===== src/rtl/pipe_trace_pkg.sv =====
// Shared definitions for the pipeline trace capture buffer.
package pipe_trace_pkg;

  // Capture FSM encoding; values are visible on the state port.
  typedef enum logic [1:0] {
    ST_IDLE  = 2'd0,
    ST_ARMED = 2'd1,
    ST_POST  = 2'd2,
    ST_READ  = 2'd3
  } state_e;

  // Width of one packed {pc, instr, res} sample record.
  function automatic int unsigned smp_width(input int unsigned pc_w,
                                            input int unsigned instr_w,
                                            input int unsigned res_w);
    return pc_w + instr_w + res_w;
  endfunction

endpackage


===== src/rtl/trace_ram.sv =====
// Sample storage: one synchronous write port, one asynchronous read port, no reset.
module trace_ram #(
  parameter int unsigned DEPTH = 16,
  parameter int unsigned WIDTH = 32,
  parameter int unsigned AW    = $clog2(DEPTH)
) (
  input  logic             clk,
  input  logic             we,
  input  logic [AW-1:0]    waddr,
  input  logic [WIDTH-1:0] wdata,
  input  logic [AW-1:0]    raddr,
  output logic [WIDTH-1:0] rdata
);

  logic [WIDTH-1:0] mem [DEPTH];

  // Store one sample per write strobe.
  always_ff @(posedge clk) begin
    if (we) begin
      mem[waddr] <= wdata;
    end
  end

  assign rdata = mem[raddr];

endmodule


===== src/rtl/pipe_trace_buffer.sv =====
// Circular capture buffer for retired-instruction samples with PC/forced trigger,
// programmable post-trigger window and oldest-first valid/ready readout.
module pipe_trace_buffer
  import pipe_trace_pkg::*;
#(
  parameter int unsigned PC_W    = 8,
  parameter int unsigned INSTR_W = 16,
  parameter int unsigned RES_W   = 8,
  parameter int unsigned DEPTH   = 16,
  parameter int unsigned AW      = $clog2(DEPTH)
) (
  input  logic               clk,
  input  logic               reset,
  input  logic               arm,
  input  logic               trig_pc_en,
  input  logic [PC_W-1:0]    trig_pc,
  input  logic               trig_force,
  input  logic [AW-1:0]      post_cnt,
  input  logic               smp_valid,
  input  logic [PC_W-1:0]    smp_pc,
  input  logic [INSTR_W-1:0] smp_instr,
  input  logic [RES_W-1:0]   smp_res,
  output logic [1:0]         state,
  output logic               triggered,
  output logic               wrapped,
  output logic [AW:0]        count,
  output logic               rd_valid,
  input  logic               rd_ready,
  output logic [PC_W-1:0]    rd_pc,
  output logic [INSTR_W-1:0] rd_instr,
  output logic [RES_W-1:0]   rd_res,
  output logic               rd_last
);

  localparam int unsigned SW         = smp_width(PC_W, INSTR_W, RES_W);
  localparam logic [AW:0] COUNT_FULL = (AW+1)'(DEPTH);

  state_e         state_q;
  logic [AW-1:0]  wr_ptr_q;
  logic [AW:0]    count_q;
  logic           triggered_q;
  logic           wrapped_q;
  logic [AW-1:0]  post_q;
  logic [AW-1:0]  remaining_q;

  logic           wr_en;
  logic           trig_hit;
  logic [AW-1:0]  rd_ptr;
  logic [SW-1:0]  rd_data;

  // Samples are stored only while capturing.
  always_comb begin
    wr_en    = smp_valid && ((state_q == ST_ARMED) || (state_q == ST_POST));
    trig_hit = (smp_valid && trig_pc_en && (smp_pc == trig_pc)) || trig_force;
  end

  // wr_ptr is frozen in READ and count drops by one per transfer, so the
  // oldest unread entry is always wr_ptr - count; no separate read pointer needed.
  assign rd_ptr = wr_ptr_q - count_q[AW-1:0];

  // Capture/readout FSM with pointer, occupancy and status bookkeeping.
  always_ff @(posedge clk) begin
    if (!reset) begin
      state_q     <= ST_IDLE;
      wr_ptr_q    <= '0;
      count_q     <= '0;
      triggered_q <= 1'b0;
      wrapped_q   <= 1'b0;
      post_q      <= '0;
      remaining_q <= '0;
    end else begin
      if (wr_en) begin
        wr_ptr_q <= wr_ptr_q + 1'b1;
        if (count_q == COUNT_FULL) begin
          wrapped_q <= 1'b1;
        end else begin
          count_q <= count_q + 1'b1;
        end
      end

      unique case (state_q)
        ST_IDLE: begin
          if (arm) begin
            state_q     <= ST_ARMED;
            wr_ptr_q    <= '0;
            count_q     <= '0;
            triggered_q <= 1'b0;
            wrapped_q   <= 1'b0;
            post_q      <= post_cnt;
          end
        end
        ST_ARMED: begin
          if (trig_hit) begin
            triggered_q <= 1'b1;
            remaining_q <= post_q;
            state_q     <= (post_q == '0) ? ST_READ : ST_POST;
          end
        end
        ST_POST: begin
          if (smp_valid) begin
            remaining_q <= remaining_q - 1'b1;
            if (remaining_q == AW'(1)) begin
              state_q <= ST_READ;
            end
          end
        end
        ST_READ: begin
          if (count_q == '0) begin
            state_q <= ST_IDLE;
          end else if (rd_ready) begin
            count_q <= count_q - 1'b1;
            if (count_q == (AW+1)'(1)) begin
              state_q <= ST_IDLE;
            end
          end
        end
      endcase
    end
  end

  trace_ram #(
    .DEPTH (DEPTH),
    .WIDTH (SW),
    .AW    (AW)
  ) u_ram (
    .clk   (clk),
    .we    (wr_en),
    .waddr (wr_ptr_q),
    .wdata ({smp_pc, smp_instr, smp_res}),
    .raddr (rd_ptr),
    .rdata (rd_data)
  );

  // Status and read-port outputs derived from registered state.
  always_comb begin
    state     = state_q;
    triggered = triggered_q;
    wrapped   = wrapped_q;
    count     = count_q;
    rd_valid  = (state_q == ST_READ) && (count_q != '0);
    rd_last   = rd_valid && (count_q == (AW+1)'(1));
    rd_pc     = rd_data[SW-1 -: PC_W];
    rd_instr  = rd_data[RES_W +: INSTR_W];
    rd_res    = rd_data[RES_W-1:0];
  end

endmodule


===== config.mk =====
export PLATFORM = sky130hd
export DESIGN_NAME = pipe_trace_buffer
export DESIGN_NICKNAME = d
export VERILOG_FILES = /design/src/rtl/pipe_trace_pkg.sv /design/src/rtl/trace_ram.sv /design/src/rtl/pipe_trace_buffer.sv
export SDC_FILE = /design/constraint.sdc
export NUM_CORES = 1
export LEC_CHECK = 0
export ABC_AREA = 1
export CAP_MARGIN = 20
export CORE_UTILIZATION = 60
export DETAILED_ROUTE_END_ITERATION = 16
export GPL_ROUTABILITY_DRIVEN = 0
export PLACE_DENSITY = 0.79
export SLEW_MARGIN = 20
export SYNTH_ARGS = -nofsm -noshare
export SYNTH_HDL_FRONTEND = slang
export SYNTH_HIERARCHICAL = 1
export SYNTH_SLANG_ARGS = --single-unit

===== constraint.sdc =====
create_clock -name clk -period 4.6 [get_ports clk]
set_clock_uncertainty 0.2 [all_clocks]
set_input_delay 0.69 -clock clk [delete_from_list [all_inputs] [get_ports clk]]
set_output_delay 0.69 -clock clk [all_outputs]
set_load 0.02 [all_outputs]

# Yosys cells after proc, flatten, opt, wreduce, memory -nomap -nowiden
# Memory sizes are Yosys's and may differ from the RTL's.
# Index checks and enable logic that the tools add are counted.
[op_classes]
addsub = 5
eq_ne = 13
muxes = 30
reduce_logical = 17
[ops]
columns = ["cell", "n"]
rows = [
  ["5-bit two-way mux", 5],
  ["4-bit two-way mux", 5],
  ["2-bit two-way mux", 7],
  ["5-bit case mux with 2 select lines", 1],
  ["1-bit two-way mux", 9],
  ["8-bit equality test", 1],
  ["2-bit case mux with 4 select lines", 1],
  ["4-bit case mux with 2 select lines", 1],
  ["2-bit != test, second input constant", 3],
  ["3-bit != test, second input constant", 2],
  ["3-bit AND reduction", 2],
  ["6-bit AND reduction", 1],
  ["5-bit by 1-bit adder with 5-bit output, second input constant", 1],
  ["5-bit by 1-bit equality test with 1-bit output, second input constant", 1],
  ["5-bit equality test, second input constant", 1],
  ["1-bit logical AND", 5],
  ["5-bit logical NOT", 1],
  ["5-bit nonzero test", 1],
  ["5-bit by 1-bit subtractor with 5-bit output, second input constant", 1],
  ["4-bit by 1-bit adder with 4-bit output, second input constant", 1],
  ["2-bit equality test, second input constant", 2],
  ["4-bit by 1-bit equality test with 1-bit output, second input constant", 1],
  ["4-bit logical NOT", 1],
  ["2-bit nonzero test", 2],
  ["other kinds (8)", 9],
]
[word_totals]
ff_bits = 21
ram_bits = 512
in_bits = 51
output_inout_bits = 43
wordCells = 73
memories = 1
[memory_table]
columns = ["name", "depth", "width", "read_ports", "rd_clocked_by_memory_dff", "wr", "line", "rtl"]
rows = [
  ["u_ram.mem", 16, 32, 1, 0, 1, "trace_ram.sv:15", "logic [WIDTH-1:0] mem [DEPTH];"],
]

# Depth between registers and ports, before layout
# Gate-level depths: netlist of the first run.
[logic_depth]
word_depth = 7
mapped_depth = 13

# Cells and area by module
# Netlist of the first run, hierarchy kept.
[by_module_without_submodules]
columns = ["module", "instances", "cells_per_inst", "area_each_um2", "seq_area_each_um2"]
rows = [
  ["trace_ram", 1, 2088, 22089.9, 15374.7],
  ["pipe_trace_buffer", 1, 228, 1562.7, 420.4],
]

# Worst setup path after synthesis of the first run
# Ideal clock, no wire load.
[synth_path]
path_type = "register to register"
from = "register state_q[0], in the netlist state[0]"
to = "memory u_ram.mem[12][0], enable pin"
setup_time_ns = 0.421
t_arrival_ns = 2.812
required_ns = 3.979
slack_ns = 1.167
path_stages_with_launch = 7
path_buffers = 0
synth_period_minus_slack_ns = 3.433
path_cell_list = "dfxtp_1 -> inv_1 -> ha_1 -> nand2_1 -> inv_1 -> nand3_1 -> nor2_1"
[synth_via]
elab_chain_len = 5
[synth_rtl]
columns = ["item", "line", "rtl"]
rows = [
  ["start, declared", "pipe_trace_buffer.sv:38", "state_e state_q;"],
  ["start signal, assigned", "pipe_trace_buffer.sv:96", "state_q <= (post_q == '0) ? ST_READ : ST_POST;"],
  ["2-bit by 1-bit equality test with 1-bit output or 2-bit equality test (tied branches)", "pipe_trace_buffer.sv:53", "wr_en = smp_valid && ((state_q == ST_ARMED) || (state_q == ST_POST));"],
  ["1-bit logical OR (*)", "pipe_trace_buffer.sv:53", ""],
  ["1-bit logical AND (*)", "pipe_trace_buffer.sv:53", ""],
  ["via wr_en", "pipe_trace_buffer.sv:46", "logic wr_en;"],
  ["1-bit two-way mux (*)", "trace_ram.sv:19", "if (we) begin"],
  ["1-bit two-way mux (not written as such) (*)", "trace_ram.sv:20", "mem[waddr] <= wdata;"],
  ["end, declared", "trace_ram.sv:15", ""],
]
# The timed path passes the listed nets; every way through them passes the cells marked *.

# Worst setup path in the final report of the first run
[layout_path]
from = "register count_q[2], in the netlist count[2]"
to = "output rd_res[4]"
[layout_via]
elab_chain_len = 2
[layout_rtl]
columns = ["item", "line", "rtl"]
rows = [
  ["start, declared", "pipe_trace_buffer.sv:40", "logic [AW:0] count_q;"],
  ["start signal, assigned", "pipe_trace_buffer.sv:77", "count_q <= count_q + 1'b1;"],
  ["start signal, assigned", "pipe_trace_buffer.sv:111", "count_q <= count_q - 1'b1;"],
  ["4-bit subtractor", "pipe_trace_buffer.sv:59", "assign rd_ptr = wr_ptr_q - count_q[AW-1:0];"],
  ["via rd_ptr[3]", "pipe_trace_buffer.sv:48", "logic [AW-1:0] rd_ptr;"],
  ["memory read 16 x 32 bit", "-", ""],
  ["end, declared", "pipe_trace_buffer.sv:31", "output logic [RES_W-1:0] rd_res,"],
]
# The timed path passes the listed nets, and every way through them passes these cells.

==> results of run 1 <==
-- synth_stat cells (2+ instances only) --
master    count
a21oi_1      14
buf_1        14
buf_2        42
buf_4         6
buf_6        30
clkbuf_1     14
dfxtp_1      21
edfxtp_1    512
ha_1         14
inv_1       422
inv_2         3
nand2_1     726
nand3_1     397
nand3_2       2
nand3b_1      2
nand4_1       2
nor2_1       42
nor3_1        4
o211ai_1      3
o21ai_0      15
xnor2_1       5
xor2_1        7
-- flip-flops by register name, indices dropped and copies added, names as in the netlist --
signal	cells
u_ram/mem	512
post_q	4
state	2
count	5
wrapped	1
remaining_q	4
triggered	1
wr_ptr_q	4
-- cells in the final DEF (no fill, tap or decap), types with 2 or more instances in the layout --
cell type	n
nand2_1	726
edfxtp_1	512
inv_1	418
nand3_1	397
clkdlybuf4s50_1	93
clkbuf_16	53
nor2_1	26
dfxtp_1	21
buf_4	21
buf_12	19
nor2_4	17
a21oi_1	14
o21ai_0	14
ha_1	14
clkinv_1	13
clkinv_2	13
clkbuf_1	8
xor2_1	6
xnor2_1	4
nor3_1	4
o211ai_1	3
clkinvlp_4	3
inv_4	2
inv_6	2
nand3_2	2
inv_2	2
nand4_1	2
nand3b_1	2
inv_8	2
buf_6	2
-- logic make-up after synthesis --
logic type,share of synthesized area (%)
AND/OR/NAND/NOR,21.1
buffers and inverters,9.82
flip-flops,66.8
AO/OA/AOI/OAI,1.01
adder cells (fa/ha/maj),0.825
XOR/XNOR,0.444
-- metal layers --
metal	global-route usage [%]	part of all wire (%)	vias up
met4	11.5	3.8	2
li1	-	-	7630
met1	35.6	38	7626
met3	4.68	9.3	150
met5	0	0.024	-
met2	47.3	49	809
-- final timing paths --
check / slack (ps) / endpoint / from / cells past startpoint
min reg2reg: 300 / remaining_q[1] / remaining_q[1] / 2
min: 300 / remaining_q[1] / remaining_q[1] / 2
max reg2reg: 1270 / u_ram/mem[5][27] / state[0] / 7
max: 130 / rd_res[4] / count[2] / 10
-- worst max-delay path, delay by kind of cell (launching register included) --
kind                       cells  cell delay (ps)
AOI/OAI and AO/OA              1              290
and+or+nand+nor                3              290
adders and majority gates      1              380
DFF                            1              450
xor gates and xnor gates       1              220
buffers and inverters          4             1360
-- cell type report --
type	count	area, sq um	share of cell area (%)
clock inverter	29	150	0.561
clock buffer	60	1330	4.97
tap	518	648	2.42
multi-input combinational	1249	5680	21.2
timing repair buffer	137	1540	5.77
inverter	427	1630	6.09
sequential	533	15800	59.0
-- power by group through the flow --
stage	logic (W)	registers [W]	clock network, W
after floorplan	0.00380	0.00563	0
after global placement	0.00560	0.00562	0
after detailed placement	0.00570	0.00563	0
after CTS	0.00576	0.00553	0.00384
after global routing	0.00635	0.00554	0.00403
final	0.00585	0.00553	0.00380
-- metrics by stage --
stage               worst slack, ps  util (%)  instance area [sq um]  instances  TNS [ps]
global route                  -8.50      69.1                  26800       2953     -18.3
detailed placement              499      65.2                  25200       2863         0
floorplan                      1170         -                  23700       2316         0
finish                          125      69.1                  26800       2953         0
global placement                574      65.2                  25200       2863         0
CTS                            22.2      69.0                  26700       2952         0
-- timing repair --
action / CTS / global route
cloned: 0 / 1
gates resized for setup: 3 / 7
hold endpoints to repair: 0 / 0
setup endpoints to repair: 24 / 32
==> summary by stage, run 1 <==
Status
The run finished with clean final reports.

Pwr
The final total power is approximately 0.015 W. Combinational logic is responsible for 38.5% of the overall power. Dividing total power by cell area gives a power density of 567 nW/um^2. Summed over all nets, the switching power comes to 0.00561 W. Net switching is 36.9% of the power. The relative contribution of the clock network to total power is 25.0%. The cell-internal power is 0.00958 W. The analysis attributes to cell leakage a power of 11.2 nW. The worst supply voltage drop on vdd is 0.528 mV. In this run, flip-flops and latches consume 36.4% of the power.

Placed design
The count of buffers from port buffering is 93. After legalization and detailed placement, the total HPWL measured 29.7 mm.

STA
The period utilization is between 90 and 100%. The actual transition at the worst max-transition pin is slightly above 700 ps. Derived from the worst setup path, the maximum achievable clock frequency is approximately 220 MHz. The number of hold-slack violations in the final timing report came to 0. The post-layout minimum cycle time is 4470 ps. The worst hold slack after final layout is roughly 300 ps. Setup violations remaining at the end of the flow were counted as 0. Measured against its own limit, the worst slew margin works out to 52.3%.

The number of pins exceeding their max-slew limit in the final report was 0.

Yosys
The primary flip-flop cell chosen by synthesis mapping is edfxtp_1. The number of warnings issued by yosys is 6. In this run, synthesis produced a sequential element count of 533. The share of the Yosys chip area taken by registers is approximately two thirds.

After synthesis the cells add up to 23700 sq um. The mean post-synth cell area is between 10 and 15 sq um. The number of instances in the synthesized netlist is between 2000 and 2500.

In this run, distinct cell masters in the synthesized netlist total 41. In this run, synthesis inferred around 500 flip-flops with an integrated enable. The area share of the largest cell type after synthesis is 65.0%. The post-synthesis cell type with the largest combined area is edfxtp_1. The net count after synthesis is around 2400. By area the synthesized netlist is led by edfxtp_1 65%, nand2_1 12%, nand3_1 8.4%.

Of all flip-flops after synthesis, the portion carrying an async set or reset was 0%.

Worst setup path
For the worst setup path, the data arrival time is 3580 ps. The largest single stage delay on the critical path is 560 ps. Walking the worst path, the cells encountered are inv_1 -> ha_1 -> nand2_1 -> o21ai_1 -> xor2_4 -> clkinvlp_4 -> buf_12 -> nand3_1 -> nand2_1 -> clkdlybuf4s50_1. The critical path endpoint category is an output pin. The element type at the critical path start is a register. The maximum net fanout on the critical path is 15. The category of the critical setup timing path is reg -> out. The slowest stage of the critical path belongs to the cell clkdlybuf4s50_1. Counting stages on the worst path, the most repeated cell is nand2_1. STA puts the critical path data required time at 3710 ps.

Clock network
TritonCTS built the clock tree. In this run, post-CTS hold repair placed 0 buffers. The deepest level of the CTS H-tree is 2.

Clock tree synthesis inserted a total of 51 buffers. In this run the post-CTS setup repair buffer count came out at 0. The clock edge transition at the registers on the reported setup and hold paths is 50 ps. Counting along the longest clock path gives a buffer depth of 3. The worst-skew pair later-pin latency is 590 ps. In this run the clock root is driven by a clkbuf_16. Counting every sink on the clock net gives 533.

Floorplan
The initial core utilization is roughly 61%. The floorplan row count is 72. The die is 201 um wide. The die covers 40200 sq um. The number of top-level pins is 94. The core region is 38700 sq um. The height of the die is 201 um.

Routing
The routed via count divided by cell count is 5.49. In the routed design, unresolved DRC markers number 0. Summing over every cut layer, the via total after detailed routing is 16217. The detail route stage leaves a number of antenna-violating nets equal to 0. The routed design has about 55 mm of wire. The number of DRC violations after detailed-routing iteration 0 is approximately 1600. The number of iterations in the first detailed-routing pass is 5. In the final routed layout, each cell accounts on average for around 19 um.

Layout
The final layout contains 2465 nets. The area growth from synthesis to layout is 13.2%. Fill cells in the final layout number 2717. The ratio of cells with drive above 1 in the final layout is 6.16%. The repair_antennas step left the layout with diodes totalling 0.

Global routing
The global-route wire length before repair is 86.6 mm. The number of antenna violations at the first check in global routing is 1. The overall overflow remaining after global route is 0.

The number of global-route vias before repair was 16210. Across every metal layer, demand over resource in global routing totals 27.8%. Entering global routing, the biggest net connects approximately 140 pins.

Job
The number of max-cap violations is 0.

Worst hold path
The worst hold-check path type is reg -> reg.
Power figures use the tool's default switching activity.
==> run 2: changes to the inputs <==
- CORE_UTILIZATION: 60 -> 61
- PLACE_DENSITY: 0.79 -> 0.8
==> run 2 against run 1 <==
  * Setup slack better by 8.0 ps
  * Global-route usage is 0.95 points higher
  * Wire length is 1.2% higher
  * Fmax increased by 0.18%
  * Register-to-register slack got worse by 40 ps
  * Via count grew 2.1%
  * Critical path depth shrank 1
  * Largest cell class unchanged
==> summary by stage, run 2 (synthesis results as in run 1) <==
Clock network
The number of buffers on the longest clock path is 3 (unchanged). The clock root buffer master is clkbuf_16. The CTS tree is yes. The clock edge transition at the registers on the reported setup and hold paths is 60 ps (about the same). The worst-skew pair later-pin latency is 580 ps (about the same). The number of buffers created by CTS was 52 (+2.0%). The number of clock sinks is 533 (unchanged). The setup fix buffers added after clock tree synthesis is 0 (unchanged). The number of buffers inserted by hold repair at cts is 0 (unchanged). The deepest level of the CTS H-tree is 2 (unchanged).

Worst setup path
The end of the worst register-to-register path is u_ram/mem[12][11]. The most critical setup path has its endpoint at rd_instr[13]. The worst setup path is launched from a register.

The startpoint identified for the worst register-to-register timing path is state[0]. The data arrival at the endpoint of the critical path is 3580 ps (about the same). The cell seen most often among critical-path stages is nand3_1. The most critical setup path has its startpoint at wr_ptr_q[0]. The data required time at the worst endpoint is 3710 ps (about the same). The internal reg-to-reg setup slack is 1230 ps (-40 ps).

The maximum net fanout on the critical path is 64 (+49). The delay of the slowest cell on the worst path is 590 ps (+30 ps). Walking the worst path, the cells encountered are inv_1 -> ha_1 -> fa_1 -> xnor2_2 -> buf_6 -> nand3_1 -> nand3_1 -> nand2_1 -> clkdlybuf4s50_1. The logic depth of the worst register-to-register path is 7 (unchanged). The critical path endpoint category is an output pin.

The worst setup path is of the reg -> out kind. The slowest stage of the critical path is the buf_6 cell.

Pwr
The combinational cell fraction of total power was 37.9% (-0.6 points). The power per standard cell area is 574 nW/um^2 (+1.3%). The sequential share of power is 35.8% (-0.6 points). The cell-internal power is 0.00983 W (+2.7%). The final total power came to 0.0155 W (+1.8%). The worst supply voltage drop on vdd is 0.345 mV (-35%).

The relative contribution of the clock network to total power came to 26.3% (+1.3 points). The switching power as a share of total power was 36.4% (-0.51 points). The net switching component of the power is 0.00563 W (+0.41%). The static leakage is 11.3 nW (+0.93%).

STA
The actual transition at the worst max-transition pin came to 879 ps (+165 ps). The top achievable clock speed came to 224 MHz (+0.18%). The number of pins exceeding their max-slew limit in the final report is 0 (unchanged). The period utilization is 97.1% (-0.17 points).

The worst slew slack as a fraction of its limit came to 41.3% (-11 points). The final count of negative-setup-slack endpoints was 0 (unchanged). The number of hold-slack violations in the final timing report is 0 (unchanged). The post-layout minimum cycle time was 4470 ps (-8.04 ps). The worst hold slack after final layout came to 296 ps (-2.36 ps).

Job
The number of max-cap violations is 0 (unchanged).

Layout
The area growth from synthesis to layout is 13.8%. The number of diodes added for antenna fixing is 0 (unchanged). u_ram/mem holds more flip-flops than any other register. The final cell area excluding filler cells was 26900 sq um (+0.52%). Leaving out fill and tap cells, the most frequent cell in the layout is nand2_1. The ratio of cells with drive above 1 in the final layout is 5.99% (-0.17 points). The count of fill cells added during filler insertion is 2572 (-5.3%). The number of flip-flops in the largest register came to 512 (unchanged). Leaving out fill and tap cells, the most frequent cells in the layout are 726 x nand2_1, 512 x edfxtp_1, 419 x inv_1. The number of nets at the end of the flow came to 2463 (-0.081%).

Floorplan
The height of the die is 199 um (-0.81%). The floorplan row count came to 71 (-1.4%). The area of the core region is 37900 sq um (-2.1%). The initial core utilization is 62.4% (+1.3 points).

The floorplan die area is 39600 sq um (-1.6%). The number of top-level pins is 94 (unchanged). The die span in x was 199 um (-0.81%).

Status
The flow ran to the end, and the final reports show no timing, DRC or antenna violations.

Global routing
The global-route wire length before repair was 85.6 mm (-1.2%). The number of global-route vias before repair is 16301 (+0.56%). The largest net degree at the start of global routing is 79 (-44%).

The number of antenna violations at the first check in global routing is 1 (unchanged). The total global routing track utilization came to 28.8% (+0.95 points). The overall overflow remaining after global route is 0 (unchanged).

Routing
The number of iterations in the first detailed-routing pass was 6 (+1). The number of DRC violations after detailed-routing iteration 0 was 1668 (+1.2%). The wire length per cell is 19.0 um (+1.4%). The routed via count divided by cell count is 5.61 (+2.2%).

The count of unresolved DRC violations after routing is 0 (unchanged). The total wire length after detailed routing was 56.0 mm (+1.2%). The total vias in the final route is 16553 (+2.1%). The remaining antenna violation count after routing was 0 (unchanged).

Placed design
The instance area after placement was 25200 sq um (-0.22%). The count of buffers from port buffering was 93 (unchanged). The total half-perimeter wirelength after legalization and detailed placement is 30.5 mm (+2.9%).

Worst hold path
The worst hold-check path type is reg -> reg.
==> run 2: cell count changes in the layout (fill, tap and decap cells not counted), moves of 3 or more <==
cell             before  now
buf_6                 2    5
bufinv_16             0    5
dlymetal6s2s_1        0    6
clkdlybuf4s50_1      93   87
buf_12               19   16
clkbuf_1              8   18
clkinv_1             13    9
clkinv_2             13    8
buf_4                21   17
==> run 2: worst min path at each step <==
stage	startpoint	to	slack, ps	cells after the start
6_report	remaining_q[1]	remaining_q[1]	300	2
5_1_grt	triggered	triggered	310	2
4_1_cts	remaining_q[1]	remaining_q[1]	290	2
3_5_place_dp	wrapped	wrapped	280	1
3_3_place_gp	remaining_q[1]	remaining_q[1]	270	2
2_1_floorplan	post_q[3]	post_q[3]	240	2
==> run 2: critical path, delay by kind of cell (launching register included) <==
family                   cells  cell delay, ps
XOR/XNOR                     1             290
adder cells (fa/ha/maj)      2             640
buffers and inverters        3            1220
flip-flops                   1             420
AND/OR/NAND/NOR              3             400
==> run 2: metal layers <==
| layer | wire (um) | GRT usage (%) |
|---|---|---|
| met3 | 5050 | 4.34 |
| met1 | 20600 | 35.5 |
| met5 | 13 | 0 |
| met2 | 28100 | 49.7 |
| met4 | 2250 | 13.9 |
==> run 2: power groups by stage <==
stage | clock network [W] | registers, W | logic, W
CTS | 0.00410 | 0.00553 | 0.00575
floorplan | 0 | 0.00563 | 0.00380
detailed placement | 0 | 0.00563 | 0.00568
global placement | 0 | 0.00562 | 0.00552
finish | 0.00406 | 0.00553 | 0.00587
global route | 0.00428 | 0.00554 | 0.00633
==> run 2: cell type report <==
| cell class | instances | area (sq um) | share of cell area, % |
|---|---|---|---|
| Clock buffer | 70 | 1370 | 5.08 |
| Clock inverter | 25 | 250 | 0.930 |
| Inverter | 427 | 1660 | 6.15 |
| Multi-Input combinational cell | 1249 | 5680 | 21.1 |
| Sequential cell | 533 | 15800 | 58.7 |
| Tap cell | 511 | 639 | 2.37 |
| Timing Repair Buffer | 134 | 1530 | 5.68 |
==> run 2: through the flow <==
stage	setup TNS, ps	instances	setup WS [ps]	utilization, %
2_1_floorplan	0	2316	1170	-
3_3_place_gp	0	2853	589	66.4
3_5_place_dp	0	2853	523	66.4
4_1_cts	0	2948	8.49	70.7
5_1_grt	-67.6	2949	-31.0	71.0
6_report	0	2949	133	71.0
==> run 2: what timing repair did <==
item                                    in CTS  in global routing
gates cloned                                 0                  1
endpoints found under the setup margin      12                 31
gates resized for setup                      6                 18
